===== src/rtl/des_round_sequencer_if.sv =====
// Block-level valid/ready handshake between the DES core wrapper
// and the round sequencer.
interface des_round_sequencer_if;
  logic in_valid;
  logic in_ready;
  logic tdes_decrypt;
  logic out_valid;
  logic out_ready;

  modport master (
    output in_valid,
    output tdes_decrypt,
    output out_ready,
    input  in_ready,
    input  out_valid
  );

  modport slave (
    input  in_valid,
    input  tdes_decrypt,
    input  out_ready,
    output in_ready,
    output out_valid
  );
endinterface


===== src/rtl/des_round_sequencer.sv =====
// Control FSM for the shared iterative DES/3DES-EDE round datapath.
// Optional abort input enabled by defining DES_SEQ_ABORT_EN.
module des_round_sequencer #(
  parameter int NUM_PASSES = 3,
  parameter int ROUNDS     = 16
) (
  input  logic       clk,
  input  logic       n_rst,
`ifdef DES_SEQ_ABORT_EN
  input  logic       abort,
`endif
  des_round_sequencer_if.slave blk,
  output logic       blk_load,
  output logic       load_sel,
  output logic       key_load,
  output logic [1:0] key_sel,
  output logic       pass_decrypt,
  output logic       round_en,
  output logic [1:0] key_shift_amt,
  output logic       key_shift_dir,
  output logic [3:0] round_idx,
  output logic [1:0] pass_idx,
  output logic       pass_end,
  output logic       busy
);

  typedef enum logic [2:0] {
    S_IDLE,
    S_LOAD,
    S_ROUND,
    S_FINAL,
    S_DONE
  } state_t;

  localparam logic [3:0] RLAST = 4'(ROUNDS - 1);
  localparam logic [1:0] PLAST = 2'(NUM_PASSES - 1);

  state_t     state_q, state_d;
  logic [3:0] round_q, round_d;
  logic [1:0] pass_q, pass_d;
  logic       dec_q, dec_d;
  logic [1:0] sch_key;
  logic       sch_dec;

  function automatic logic [1:0] enc_amt(input logic [3:0] r);
    case (r)
      4'd0, 4'd1, 4'd8, 4'd15: enc_amt = 2'd1;
      default:                 enc_amt = 2'd2;
    endcase
  endfunction

  always_ff @(posedge clk or negedge n_rst) begin
    if (!n_rst) begin
      state_q <= S_IDLE;
      round_q <= '0;
      pass_q  <= '0;
      dec_q   <= 1'b0;
    end else begin
      state_q <= state_d;
      round_q <= round_d;
      pass_q  <= pass_d;
      dec_q   <= dec_d;
    end
  end

  always_comb begin
    state_d = state_q;
    round_d = round_q;
    pass_d  = pass_q;
    dec_d   = dec_q;
    case (state_q)
      S_IDLE: begin
        if (blk.in_valid) begin
          dec_d   = blk.tdes_decrypt;
          pass_d  = '0;
          state_d = S_LOAD;
        end
      end
      S_LOAD: begin
        round_d = '0;
        state_d = S_ROUND;
      end
      S_ROUND: begin
        if (round_q == RLAST) begin
          round_d = '0;
          state_d = S_FINAL;
        end else begin
          round_d = round_q + 4'd1;
        end
      end
      S_FINAL: begin
        if (pass_q == PLAST) begin
          state_d = S_DONE;
        end else begin
          pass_d  = pass_q + 2'd1;
          state_d = S_LOAD;
        end
      end
      S_DONE: begin
        if (blk.out_ready) begin
          round_d = '0;
          pass_d  = '0;
          dec_d   = 1'b0;
          state_d = S_IDLE;
        end
      end
      default: state_d = S_IDLE;
    endcase
`ifdef DES_SEQ_ABORT_EN
    if (abort && state_q != S_IDLE) begin
      round_d = '0;
      pass_d  = '0;
      dec_d   = 1'b0;
      state_d = S_IDLE;
    end
`endif
  end

  // EDE: encrypt runs K1,K2,K3 as E,D,E; decrypt runs K3,K2,K1 as D,E,D
  always_comb begin
    sch_key = '0;
    sch_dec = dec_q;
    if (NUM_PASSES != 1) begin
      sch_key = dec_q ? (2'd2 - pass_q) : pass_q;
      sch_dec = dec_q ^ pass_q[0];
    end
  end

  always_comb begin
    blk.in_ready  = 1'b0;
    blk.out_valid = 1'b0;
    blk_load      = 1'b0;
    key_load      = 1'b0;
    load_sel      = 1'b0;
    round_en      = 1'b0;
    pass_end      = 1'b0;
    key_shift_amt = 2'd0;
    key_shift_dir = 1'b0;
    busy          = (state_q != S_IDLE);
    key_sel       = busy ? sch_key : 2'd0;
    pass_decrypt  = busy ? sch_dec : 1'b0;
    round_idx     = round_q;
    pass_idx      = pass_q;
    unique case (state_q)
      S_IDLE: blk.in_ready = 1'b1;
      S_LOAD: begin
        blk_load = 1'b1;
        key_load = 1'b1;
        load_sel = (pass_q != 2'd0);
      end
      S_ROUND: begin
        round_en = 1'b1;
        // decrypt rotates right, mirroring the encrypt table from the end
        if (sch_dec) begin
          key_shift_dir = 1'b1;
          key_shift_amt = (round_q == 4'd0) ? 2'd0 : enc_amt(4'd0 - round_q);
        end else begin
          key_shift_amt = enc_amt(round_q);
        end
      end
      S_FINAL: pass_end = 1'b1;
      S_DONE:  blk.out_valid = 1'b1;
      default: ;
    endcase
  end

endmodule

===== src/flat_wrapper.sv =====
// flat-port wrapper written by rule: the top's interface ports become plain ports
module des_round_sequencer_flat 
#(
  parameter int NUM_PASSES = 3,
  parameter int ROUNDS     = 16
)
  (clk, n_rst, blk_load, load_sel, key_load, key_sel, pass_decrypt, round_en, key_shift_amt, key_shift_dir, round_idx, pass_idx, pass_end, busy, blk_in_valid, blk_tdes_decrypt, blk_out_ready, blk_in_ready, blk_out_valid);
  des_round_sequencer_if blk_i ();
  input  logic clk;
  input  logic n_rst;
  output logic blk_load;
  output logic load_sel;
  output logic key_load;
  output logic [1:0] key_sel;
  output logic pass_decrypt;
  output logic round_en;
  output logic [1:0] key_shift_amt;
  output logic key_shift_dir;
  output logic [3:0] round_idx;
  output logic [1:0] pass_idx;
  output logic pass_end;
  output logic busy;
  input wire logic [$bits(blk_i.in_valid)-1:0] blk_in_valid;
  input wire logic [$bits(blk_i.tdes_decrypt)-1:0] blk_tdes_decrypt;
  input wire logic [$bits(blk_i.out_ready)-1:0] blk_out_ready;
  output wire logic [$bits(blk_i.in_ready)-1:0] blk_in_ready;
  output wire logic [$bits(blk_i.out_valid)-1:0] blk_out_valid;
  assign blk_i.in_valid = blk_in_valid;
  assign blk_i.tdes_decrypt = blk_tdes_decrypt;
  assign blk_i.out_ready = blk_out_ready;
  assign blk_in_ready = blk_i.in_ready;
  assign blk_out_valid = blk_i.out_valid;
  des_round_sequencer #(.NUM_PASSES(NUM_PASSES), .ROUNDS(ROUNDS)) u_core (.clk(clk), .n_rst(n_rst), .blk(blk_i), .blk_load(blk_load), .load_sel(load_sel), .key_load(key_load), .key_sel(key_sel), .pass_decrypt(pass_decrypt), .round_en(round_en), .key_shift_amt(key_shift_amt), .key_shift_dir(key_shift_dir), .round_idx(round_idx), .pass_idx(pass_idx), .pass_end(pass_end), .busy(busy));
endmodule

===== config.mk =====
export PLATFORM = sky130hd
export DESIGN_NAME = des_round_sequencer_flat
export DESIGN_NICKNAME = d
export VERILOG_FILES = /design/src/rtl/des_round_sequencer_if.sv /design/src/rtl/des_round_sequencer.sv /design/src/flat_wrapper.sv
export SDC_FILE = /design/constraint.sdc
export NUM_CORES = 1
export LEC_CHECK = 0
export CAP_MARGIN = 20
export CORE_UTILIZATION = 47
export CTS_CLUSTER_SIZE = 20
export DETAILED_ROUTE_END_ITERATION = 7
export GPL_ROUTABILITY_DRIVEN = 0
export HOLD_SLACK_MARGIN = 0.12
export PLACE_DENSITY = 0.8
export SLEW_MARGIN = 15
export SYNTH_ARGS = -nofsm -noshare
export SYNTH_HDL_FRONTEND = slang
export SYNTH_SLANG_ARGS = --single-unit

===== constraint.sdc =====
create_clock -name clk -period 4.1 [get_ports clk]
set_input_delay 0.41 -clock clk [delete_from_list [all_inputs] [get_ports clk]]
set_output_delay 0.41 -clock clk [all_outputs]
set_load 0.005 [all_outputs]

# Word-level counts from Yosys, hierarchy flattened
# Cells that the tools add are included.
# totals
word_cells,69
input_bits,5
register_bits,10
out_inout_bits,20
# classes
n_bitwise,1
reduce_logical,14
muxes,31
n_addsub,4
eq_ne,15
# op_table
op,count
$mux W2,10
$eq A4 B4 Y1 const B,4
$pmux W3 S5,1
$mux W3,4
$pmux W4 S3,1
$mux W1,11
$reduce_bool A3 Y1,3
$eq A4 B1 Y1 const B,2
$logic_not A4 Y1,2
$mux W4,2
$reduce_or A4 Y1,2
$eq A3 B2 Y1 const B,2
$ne A2 B2 Y1 const B,3
$pmux W2 S3,1
$reduce_and A3 Y1,2
$add A4 B1 Y4 const B,1
$reduce_and A4 Y1,1
$reduce_bool A2 Y1,2
$sub A1 B4 Y4 const A,1
$eq A3 B1 Y1 const B,1
$eq A3 B3 Y1 const B,1
$logic_not A3 Y1,1
$add A2 B1 Y2 const B,1
$eq A2 B2 Y1 const B,1
5 further kinds,5

# Depth between registers and ports, before layout
# Gate-level depths: netlist (run 1).
# depth
word_depth,7
ltp_mapped,6
depth_no_buf,6

# Worst setup path before layout (run 1)
# OpenSTA, ideal clock, no wires.
# synth_path
path_kind,register to output
start,reg u_core.round_q[0] (netlist: u_core.round_idx[0])
end,out key_shift_amt[1]
stages_incl_launch_ff,7
path_buffers,0
required_ns,3.690
slack_ns,2.369
arrival_ns,1.321
path_cell_list,dfrtp_1 inv_1 ha_1 and3b_1 o21ai_0 a31oi_1 nor3_1
# synth_via
elab_chain_cells,7
elab_cells_between_ends,16
cone_classes,add/sub (1); eq/ne (6); mux (5); reduce/logical (4)
# synth_lines
item,line,rtl
"start, declared",des_round_sequencer.sv:39,"logic [3:0] round_q, round_d;"
"start signal, assigned",des_round_sequencer.sv:60,round_q <= round_d;
$sub A1 B4 Y4,des_round_sequencer.sv:156,key_shift_amt = (round_q == 4'd0) ? 2'd0 : enc_amt(4'd0 - round_q);
"$eq A4 B1 Y1, or another cell as far along",des_round_sequencer.sv:46,case (r)
$reduce_or A4 Y1,des_round_sequencer.sv:46,
$mux W2,des_round_sequencer.sv:46,
$mux W2,des_round_sequencer.sv:156,
$mux W2 *,des_round_sequencer.sv:154,if (sch_dec) begin
$mux W2 *,des_round_sequencer.sv:144,unique case (state_q)
"end, declared",flat_wrapper.sv:17,output logic [1:0] key_shift_amt;
# Mark *: on every way between the ends. The rest lies on a longest branch, timed or not.

# Worst setup path after layout (run 1)
# layout_path
start,reg u_core.state_q[1]
end,out key_shift_amt[0]
# layout_via
elab_chain_cells,2
# layout_lines
item,line,rtl
"start, declared",des_round_sequencer.sv:38,"state_t state_q, state_d;"
"start signal, assigned",des_round_sequencer.sv:59,state_q <= state_d;
$eq A3 B2 Y1,des_round_sequencer.sv:144,
$mux W2,des_round_sequencer.sv:144,
# No other way between the ends.

==> qor.csv, run 1 <==
metric;value;unit
Final Hold Fails;0;
layout cells sized above 1;0.103;
total gr overflow;0;
Hold-fix buffers, CTS;0;
worst vdd ir;0.193;mV
Tmin final;2.63;ns
WP data required;3.69;ns
kind of critical path;register to output port;
CTS Buf Count;3;
PostCTS Resize Cnt;0;
met2 Resource Use GR;0.324;
Top FF cell, synth;dfrtp_1;
Seq/Total Area, Yosys;0.309;
Final setup viols;0;
clock-pin slew on the worst setup and hold paths;0.08;ns
Worst Reg-to-Reg Cells;3;
CTS Sinks;10;
Die X;43.5;µm
YS warnings;0;
setup TNS;0;ns
placed insts;128;
Place WS;1.75;ns
DRC Markers;0;
met3 usage;0.0750;
die area;1890;µm²
Starting DRT DRC Count;21;
global-route usage over all layers;0.213;
Top Ports;25;
HPWL after DPL;1.42;mm
crit path setup slack, layout;1.47;ns
post-synth net total;105;
PortBufs;24;
nets;128;
Synth Instances;94;
power after layout;0.198;mW
ANT cells;0;
via count;745;
vias in the first global route;613;
GR peak layer;met2;
Period Utilization, post-route;0.642;
crit path max fanout;12;
CORE AREA;1560;µm²
critical-path cell list;or3b_1 > nor2_4 > o21ai_2 > o2bb2ai_2 > clkdlybuf4s50_1;
Max Slew Vio Count;0;
Core Util, Final;0.685;
Worst R2R End;u_core.round_idx[2];
Area after DPL;1030;µm²
FFs w/ async S/R, synth;1.00;
Initial Util;0.519;
CP max stage delay;0.54;ns
CTS root buf;clkbuf_4;
commonest non-fill, non-tap cells in the layout;clkdlybuf4s50_1, dfrtp_1, nor2_1;
outcome;finished, final reports clean;
Critical Path Source Type;register;
Leak;0.471;nW
HP Class;primary input to asynchronous set/reset pin;
FF+latch count, synth;10;
worst hold slack;0.438;ns
Worst path slowest cell;or3b_1;
CP Capture Type;output port;
clock latency on the worst-skew pair;0.28;ns
Vias/cell;5.64;
Avg WL per Cell;13.5;µm
Rows;14;
reg-to-reg slack, setup;2.59;ns
GRT met1 Usage;0.291;
Clock Path Buffers;2;
Pwr Density;186;nW/µm²
Routed WL;1.78;mm
Max Cap Violations;0;
Post-synth EDFFs;0;
RSZ-0062 raised after global routing;no;
CTS tree;built;
post-route cell area;1070;µm²
Slew headroom;0.623;
Die Ht;43.5;µm
final non-filler cell total;132;
initial antenna violation count;0;
worst clock skew;0.0179;ns
most common cell after layout, fill and taps aside;clkdlybuf4s50_1;
worst slew pin tran;0.562;ns
Max Freq;380;MHz
final antenna-violating net count;0;
crit path DAT;2.22;ns
Initial DRT Pass Iterations;4;
# Post-CTS Setup Buffers;0;
Post-Syn Area;810;µm²
first-pass GRT wire length;2.86;mm
largest net degree at the start of global routing;13;
Mean Syn Cell Area;8.61;µm²
synth unique cells;36;
Worst R2R Start;u_core.state_q[1];
H-tree levels;1;
Layout area overhead;31.8;%
[cells in the mapped netlist, drive strengths merged, types with 2 or more instances]
library cell | instances | area (µm²)
a21oi | 4 | 23.8
a31oi | 3 | 18.8
and2 | 2 | 12.5
buf | 6 | 38.8
dfrtp | 10 | 250
ha | 6 | 75.1
inv | 6 | 22.5
mux2i | 2 | 20.0
nand2 | 5 | 18.8
nand2b | 3 | 18.8
nand3 | 4 | 20.0
nand4 | 2 | 12.5
nor2 | 10 | 45.0
nor2b | 5 | 31.3
nor3 | 2 | 10.0
o21a | 2 | 15.0
o21ai | 8 | 43.8
o31ai | 2 | 15.0
[registers in the layout (all words and copies together) (netlist names)]
register / count
u_core.state_q: 3
u_core.dec_q: 1
u_core.round_idx: 4
u_core.pass_idx: 2
[critical path, delay by kind of cell (launching register included)]
| kind | cells | cell delay, ns |
|---|---|---|
| flip-flops | 1 | 0.53 |
| AND/OR/NAND/NOR | 2 | 0.71 |
| buffers and inverters | 1 | 0.51 |
| AO/OA/AOI/OAI | 2 | 0.20 |
[power by group]
group / switching [mW] / leakage, nW / internal (mW)
Sequential: 0 / 0.119 / 0.0986
Clock: 0.0389 / 0.0210 / 0.0540
Combinational: 0.00309 / 0.331 / 0.00354
[worst max-delay path by stage]
stage / start / endpoint / slack, ns / cells past startpoint
after floorplan: u_core.round_idx[0] / key_shift_amt[1] / 2.37 / 6
after global placement: u_core.round_idx[0] / key_shift_amt[1] / 1.75 / 7
after detailed placement: u_core.round_idx[0] / key_shift_amt[1] / 1.75 / 7
after CTS: u_core.round_idx[0] / key_shift_amt[1] / 1.46 / 7
after global routing: u_core.round_idx[0] / key_shift_amt[1] / 1.21 / 7
final: u_core.state_q[1] / key_shift_amt[0] / 1.47 / 5
[final cells by class]
type	instances	area (µm²)
Multi-Input combinational cell	71	489
Timing Repair Buffer	24	240
Clock buffer	4	36.3
Tap cell	16	20.0
Inverter	7	31.3
Sequential cell	10	250
Fill cell	122	492
[cell families (layout without fill, tap and decap cells)]
family                   count (synthesis)  count (layout)  synth area share
flip-flops                              10              10             0.309
AO/OA/AOI/OAI                           24              24             0.204
buffers and inverters                   13              35            0.0866
multiplexers                             3               3            0.0386
AND/OR/NAND/NOR                         37              37             0.249
adder cells (fa/ha/maj)                  6               6            0.0927
XOR/XNOR                                 1               1            0.0201
[layer usage]
metal / vias to the layer above / part of all wire
met1: 356 / 0.48
met3: 2 / 0.043
met4: 0 / 0.0045
li1: 371 / -
met5: - / 0
met2: 16 / 0.47
Power figures use the tool's default switching activity.
==> run 2, diff against run 1 <==
--- a/config.mk
+++ b/config.mk
@@ -6,12 +6,12 @@
 export NUM_CORES = 1
 export LEC_CHECK = 0
 export CAP_MARGIN = 20
-export CORE_UTILIZATION = 47
+export CORE_UTILIZATION = 45
 export CTS_CLUSTER_SIZE = 20
 export DETAILED_ROUTE_END_ITERATION = 7
 export GPL_ROUTABILITY_DRIVEN = 0
 export HOLD_SLACK_MARGIN = 0.12
-export PLACE_DENSITY = 0.8
+export PLACE_DENSITY = 0.77
 export SLEW_MARGIN = 15
 export SYNTH_ARGS = -nofsm -noshare
 export SYNTH_HDL_FRONTEND = slang
==> constraint.sdc (replaced) <==
create_clock -name clk -period 2.6 [get_ports clk]
set_input_delay 0.26 -clock clk [delete_from_list [all_inputs] [get_ports clk]]
set_output_delay 0.26 -clock clk [all_outputs]
set_load 0.005 [all_outputs]
==> run 2 against run 1 <==
Effect of this change:
- flip-flop and latch count did not move
- core utilization rose by 0.14 points
- die area rose by 4.3%
- clock skew decreased by 0.0084 ns
- worst hold slack got worse by 0.15 ns
- clock-buffer cell count is the same
- non-clock buffer count increased by 1
- via count increased by 1.7%
- clock power up 57%
- setup slack got worse by 1.3 ns
- register-to-register slack worse by 1.5 ns
- design area up 2.5%
==> qor.csv, run 2 (synthesis results as in run 1) <==
metric;value;unit;change
outcome;finished, final reports clean;;
Sequential cell area;253;µm²;+1.0%
worst clock skew;0.00951;ns;-0.00843 ns
area occupied by multi-input gates;495;µm²;+1.3%
DRC Markers;0;;unchanged
WP data required;2.34;ns;-1.35 ns
nets;129;;+0.78%
CTS Buf Count;3;;unchanged
Max Slew Vio Count;0;;unchanged
combinational power share;0.034;;about the same
setup TNS;0;ns;unchanged
Critical Path Source Type;register;;
first-pass GRT wire length;3.04;mm;+6.0%
Leak;0.472;nW;+0.17%
HPWL after DPL;1.41;mm;-0.52%
CORE AREA;1590;µm²;+2.2%
global-route usage over all layers;0.208;;-0.00596
Slew headroom;0.682;;+0.0596
fillers;129;;+5.7%
post-route cell area;1090;µm²;+2.5%
PortBufs;24;;unchanged
worst slew pin tran;0.473;ns;-0.0888 ns
max reg flops;4;;unchanged
Pwr Density;285;nW/µm²;+54%
max layer used;met4;;
Tmin final;2.48;ns;
HP Class;primary input to asynchronous set/reset pin;;
Max Freq;404;MHz;
CP Capture Type;output port;;
Die X;44.4;µm;+2.1%
H-tree levels;1;;unchanged
Top Ports;25;;unchanged
via count;758;;+1.7%
most common cell after layout, fill and taps aside;clkdlybuf4s50_1;;
Final setup viols;0;;unchanged
P_int;0.246;mW;+58%
placed insts;137;;+7.0%
Die Ht;44.4;µm;+2.1%
WL met3;86;µm;+13%
RSZ-0062 raised after global routing;no;;
worst vdd ir;0.249;mV;+29%
commonest non-fill, non-tap cells in the layout;clkdlybuf4s50_1, nor2_1, dfrtp_1, inv_1, ha_1;;
CTS tree;built;;
Final Hold Fails;0;;unchanged
Initial Util;0.508;;-0.0114
Initial DRT Pass Iterations;3;;-1
CTS root buf;clkbuf_4;;
Period Utilization, post-route;0.952;;
Layout area overhead;35.1;%;
Area after DPL;1050;µm²;+1.7%
worst hold slack;0.290;ns;-0.148 ns
Clock Path Buffers;2;;unchanged
Max Cap Violations;0;;unchanged
CTS Sinks;10;;unchanged
ANT cells;0;;unchanged
PostCTS Resize Cnt;0;;unchanged
Vias/cell;5.38;;-4.7%
Routed WL;1.78;mm;-0.28%
# Post-CTS Setup Buffers;0;;unchanged
kind of critical path;register to output port;;
Sw Ratio;0.211;;-0.00107
clock power share;0.468;;about the same
die area;1970;µm²;+4.3%
WL met2;890;µm;+5.8%
clock-pin slew on the worst setup and hold paths;0.08;ns;about the same
initial antenna violation count;0;;unchanged
final non-filler cell total;141;;+6.8%
largest net degree at the start of global routing;12;;-1
Rows;14;;unchanged
layout cells sized above 1;0.137;;+0.0333
Hold-fix buffers, CTS;0;;unchanged
clock latency on the worst-skew pair;0.28;ns;about the same
wire length on met1;777;µm;-9.1%
Seq pwr share;0.498;;about the same
Starting DRT DRC Count;15;;-29%
crit path DAT;2.22;ns;about the same
vias in the first global route;724;;+18%
crit path max fanout;11;;-1
Avg WL per Cell;12.6;µm;-6.6%
sw power;0.0658;mW;+57%
total gr overflow;0;;unchanged
final antenna-violating net count;0;;unchanged
==> run 2: area by class of cell <==
cell class                 count  area share
multi-input combinational     71       0.453
sequential                    10       0.231
timing repair buffer          25       0.227
clock buffer                   4      0.0332
inverter                       7      0.0286
tap                           24      0.0275
==> run 2: worst max-delay path: stages (launching register included) <==
cell	delay, ns
dfrtp_1	0.49
or3b_1	0.58
nor2_4	0.17
o21ai_2	0.06
o2bb2ai_2	0.13
clkdlybuf4s50_1	0.51
==> run 2: worst paths after layout <==
check	endpoint	start	slack, ns	cells after the start
max in group asynchronous	u_core.round_idx[1]	n_rst	1.97	1
min	u_core.state_q[0]	n_rst	0.29	1
min in group clk	u_core.pass_idx[0]	u_core.pass_idx[0]	0.61	1
max	key_shift_amt[0]	u_core.state_q[0]	0.12	5
min reg2reg	u_core.pass_idx[0]	u_core.pass_idx[0]	0.61	1
max reg2reg	u_core.round_idx[3]	u_core.state_q[0]	1.08	4
==> run 2: power groups by stage <==
| stage | logic, mW | clock network (mW) | registers [mW] |
|---|---|---|---|
| after CTS | 0.0107 | 0.144 | 0.155 |
| after global placement | 0.0105 | 0 | 0.158 |
| after detailed placement | 0.0108 | 0 | 0.158 |
| after global routing | 0.0117 | 0.152 | 0.155 |
| final | 0.0105 | 0.146 | 0.155 |
| after floorplan | 0.000503 | 0 | 0.159 |
==> run 2: through the flow <==
| stage | setup WS, ns | util | power, mW |
|---|---|---|---|
| floorplan | 1.02 | - | 0.159 |
| global placement | 0.460 | 0.658 | 0.169 |
| detailed placement | 0.407 | 0.658 | 0.169 |
| CTS | 0.104 | 0.681 | 0.310 |
| global route | 0.0401 | 0.686 | 0.319 |
| finish | 0.125 | 0.686 | 0.312 |
==> run 2: layer usage <==
layer / GRT usage / up-vias
li1: - / 372
met1: 0.244 / 360
met2: 0.385 / 23
met3: 0.0245 / 3
met4: 0.0727 / 0
met5: 0 / -
